[src/rtl/seq_detect_1011.sv]
// Moore-style serial detector for the bit sequence 1011 (MSB first) on en-qualified bits.
// Define SEQ_DETECT_OVERLAP_EN to let a detected pattern's trailing bits seed the next match.
module seq_detect_1011 #(
  parameter int CNT_W = 8
) (
  input  logic             clk,
  input  logic             rst,
  input  logic             en,
  input  logic             d,
  input  logic             clr,
  output logic             match,
  output logic [CNT_W-1:0] match_cnt,
  output logic [2:0]       state_o
);

  typedef enum logic [2:0] {
    S_IDLE = 3'd0,
    S_1    = 3'd1,
    S_10   = 3'd2,
    S_101  = 3'd3,
    S_HIT  = 3'd4
  } state_t;

  // Kept as a raw 3-bit vector so the illegal codes 5-7 remain representable and recoverable.
  logic [2:0] state;
  state_t     next_state;
  logic       hit;

  always_comb begin
    // NOTE: defaults first so every path assigns next_state and hit; otherwise latches are inferred.
    next_state = state_t'(state);
    hit        = 1'b0;
    case (state)
      S_IDLE:  if (en) next_state = d ? S_1   : S_IDLE;
      S_1:     if (en) next_state = d ? S_1   : S_10;
      S_10:    if (en) next_state = d ? S_101 : S_IDLE;
      S_101:   if (en) next_state = d ? S_HIT : S_10;
`ifdef SEQ_DETECT_OVERLAP_EN
      S_HIT:   if (en) next_state = d ? S_1   : S_10;
`else
      S_HIT:   if (en) next_state = d ? S_1   : S_IDLE;
`endif
      default: next_state = S_IDLE;
    endcase
    hit = en && (next_state == S_HIT);
  end

  always_ff @(posedge clk or posedge rst) begin
    if (rst) begin
      state     <= S_IDLE;
      match     <= 1'b0;
      match_cnt <= '0;
    end else begin
      // NOTE: non-blocking assignments so every register samples pre-edge values.
      state <= next_state;
      match <= hit;
      // clr outranks a coincident detection; the counter saturates instead of wrapping.
      if (clr)
        match_cnt <= '0;
      else if (hit && (match_cnt != {CNT_W{1'b1}}))
        match_cnt <= match_cnt + CNT_W'(1);
    end
  end

  assign state_o = state;

endmodule

[config.mk]
export PLATFORM = sky130hd
export DESIGN_NAME = seq_detect_1011
export DESIGN_NICKNAME = d
export VERILOG_FILES = /design/src/rtl/seq_detect_1011.sv
export SDC_FILE = /design/constraint.sdc
export NUM_CORES = 1
export LEC_CHECK = 0
export ABC_AREA = 0
export CAP_MARGIN = 20
export CORE_MARGIN = 3
export CORE_UTILIZATION = 35
export DETAILED_ROUTE_END_ITERATION = 10
export REMOVE_ABC_BUFFERS = 1
export SYNTH_ARGS = -nofsm -noshare
export SYNTH_HDL_FRONTEND = slang
export SYNTH_SLANG_ARGS = --single-unit
[constraint.sdc]
create_clock -name clk -period 1.45 [get_ports clk]
set_input_delay 0.145 -clock clk [delete_from_list [all_inputs] [get_ports clk]]
set_output_delay 0.145 -clock clk [all_outputs]
set_load 0.005 [all_outputs]
==> key figures <==
Floorplan
  – Num rows: 14
  – Full die area: between 2000 and 2500 sq um
  – Core area: between 1500 and 2000 sq um
  – Die Y-Extent: about 48 microns
  – Die width: 48.2 microns
  – Ports: 17
  – Initial core utilization: 0.392

Timing
  – Tcrit/Tclk final: 0.974
  – Fin. Hold Viols: 0
  – Worst-Margin Slew: between 0.4 and 0.5 ns
  – Setup Viol. Count Final: 0
  – Shortest period the worst path allows: roughly 1.4 ns
  – Final worst setup slack: ~0.037 ns
  – Max Slew Vio Count: 0
  – Relative slew slack: 0.695
  – TNS Setup: 0 ns
  – RSZ-0062 raised after global routing: true
  – Clock Skew: ~0.00043 ns
  – Fmax: just over 700 MHz

Yosys
  – Seq/Total Area, Yosys: 0.481
  – FFs w/ async S/R, synth: 1.00
  – Synth unique cells: 28
  – Post-synth top flop: dfrtp_1
  – Mapped cell area: about 620 sq um
  – Syn Inst Count: 64
  – Synthesis warning total: 0
  – Syn Area/Cell: ~9.8 sq um
  – Post-synth EDFFs: 0
  – Flops & latches, synth: 12

Drt
  – Drt total wl: roughly 1.4 mm
  – Pre-antenna DRT Iters: 4
  – Vias per inst: between 4 and 5
  – Drt drc: 0
  – Drt wl/cell: 11.8 microns
  – Via count: ~560
  – DR iter-0 viols: 12
  – Antenna Violating Nets Remaining: 0

Critical path
  – Critical path buffers and inverters: 0
  – Crit-path leading delay family: simple AND/OR/NAND/NOR gates
  – Critical Path End Type: flop
  – Cells along the critical path: and4b_4 > nand3_2 > or3_1 > a21oi_1
  – Crit-path max cell delay: roughly 0.38 ns
  – Kind of critical path: flop to flop
  – CP Launch Type: flop
  – Slowest-stage cell, CP: dfrtp_1
  – Required time of the worst setup path: roughly 1.6 ns
  – Worst EP arrival: 1.61 ns
  – Crit path max fanout: 5

Status
  – Outcome: finished, final reports clean

Clock network
  – Worst-skew pair later-pin latency: approximately 0.26 ns
  – Clock-pin slew on the worst setup and hold paths: ~0.070 ns
  – CTS tree: done
  – CTS max path bufs: 2
  – CTS root buffer: clkbuf_4
  – # hold bufs at CTS: 0
  – Sink Count: 12
  – CTS Buf Count: 3
  – H-tree Lvls: 1

Global route
  – Grt ovf: 0
  – Total GRT Usage: 0.142
  – Vias in the first global route: about 510
  – Pin count of the biggest net entering global routing: 13
  – Initial antenna violation count: 0
  – First-pass GRT wire length: between 2 and 2.5 mm

Power and ir drop
  – Clk pwr share: 0.257
  – P_int: 0.569 mW
  – P per Cell Area: 856 nW/um^2
  – Flop pwr share: 0.493
  – Sw frac: 0.276
  – Pleak: about 0.43 nW
  – Maximum VDD drop: around 550 uV
  – Comb pwr share: 0.250
  – P_sw: between 0.2 and 0.25 mW

Final layout
  – Area growth syn-to-layout: 47.1%
  – Commonest non-fill, non-tap cells in the layout: clkdlybuf4s50_1 (14), dfrtp_1 (10), buf_4 (10)
  – Final #Nets: 100
  – Layout cells sized above 1: 0.207
  – Storage element area: slightly above 300 sq um
  – Antenna cells: 0
  – Filler cells: 148
  – Commonest non-fill, non-tap cell in the layout: clkdlybuf4s50_1
  – Multi-input logic area: ~310 sq um

Run
  – MaxCap Viol Count: 0

Placed design
  – Routability cong.: roughly 0.73
  – DP Worst Slack: -0.153 ns
  – Final HPWL DP: 1.06 mm
  – Input/output buffers: 16

Min path
  – Min-Delay Path Class: input port to asynchronous set/reset pin
## metal layers
metal	GRT usage	routed length, microns	up-vias
li1	-	-	293
met1	0.198	723	255
met2	0.190	563	10
met3	0.0332	41	4
met4	0.0968	37	0
met5	0	0	-
## final timing paths
kind	start	to	slack [ns]	depth (start not counted)
worst max-delay path	state_o[2]	match_cnt[7]	0.04	4
worst min-delay path	rst	state_o[0]	0.18	2
worst max register to register	state_o[2]	match_cnt[7]	0.04	4
worst min register to register	state_o[2]	state_o[1]	0.55	2
max in group asynchronous	rst	match_cnt[4]	0.93	2
min in group clk	d	state_o[0]	0.52	3
## kinds of logic (layout without fill, tap and decap cells)
group,count (synthesis),after routing,synth area share
buffers and inverters,4,32,0.0240
AOI/OAI and AO/OA,16,16,0.150
and+or+nand+nor,27,27,0.263
muxes,2,2,0.0341
xor gates and xnor gates,2,2,0.0281
adders and majority gates,1,1,0.0200
DFF,12,12,0.481
## per-stage QoR
step / hold WS (ns) / cells / instance area [sq um] / util / power [mW]
3_5_place_dp: 0.489 / 112 / 878 / 0.551 / 0.594
2_1_floorplan: 0.00970 / 63 / 621 / - / 0.479
6_report: 0.184 / 116 / 918 / 0.576 / 0.786
3_3_place_gp: 0.488 / 112 / 878 / 0.551 / 0.590
5_1_grt: 0.225 / 116 / 918 / 0.576 / 0.839
4_1_cts: 0.203 / 115 / 902 / 0.566 / 0.800
## Yosys cell counts, drive strengths merged (2+ instances only)
cell type	count	area (sq um)
or2b	2	15.0
nand2	2	7.51
a21oi	6	30.0
nand3	3	20.0
or3	3	18.8
and3	2	12.5
nor2	6	22.5
nand4	2	12.5
dfrtp	12	300
o21ai	6	30.0
inv	3	11.3
xor2	2	17.5
## repair_timing
| item | in CTS | in global routing |
|---|---|---|
| setup endpoints to repair | 1 | 6 |
| buffers inserted | 0 | 1 |
| gates resized for setup | 1 | 4 |
| pin swaps | 0 | 2 |
| cloned | 0 | 0 |
## registers in the layout (all words and copies together) (netlist names)
name,cells
match_cnt,8
state_o,3
match,1
## worst register-to-register path, delay by kind of cell, from the launching register on
family	cells	cell delay, ns
AO/OA/AOI/OAI	1	0.14
flip-flops	1	0.38
AND/OR/NAND/NOR	3	0.82
## final cells by class
cell class                      count  share of cell area
Sequential cell                    12               0.330
Multi-Input combinational cell     48               0.339
Inverter                            3              0.0123
Timing Repair Buffer               26               0.262
Clock buffer                        3              0.0245
Tap cell                           24              0.0327
## power groups by stage
stage                     clock network (mW)  logic [mW]  registers [mW]
after floorplan                            0      0.0752           0.404
after global placement                     0       0.197           0.393
after detailed placement                   0       0.201           0.393
after CTS                              0.210       0.202           0.388
after global routing                   0.219       0.225           0.395
final                                  0.202       0.197           0.388
(Power assumes the default switching activity.)
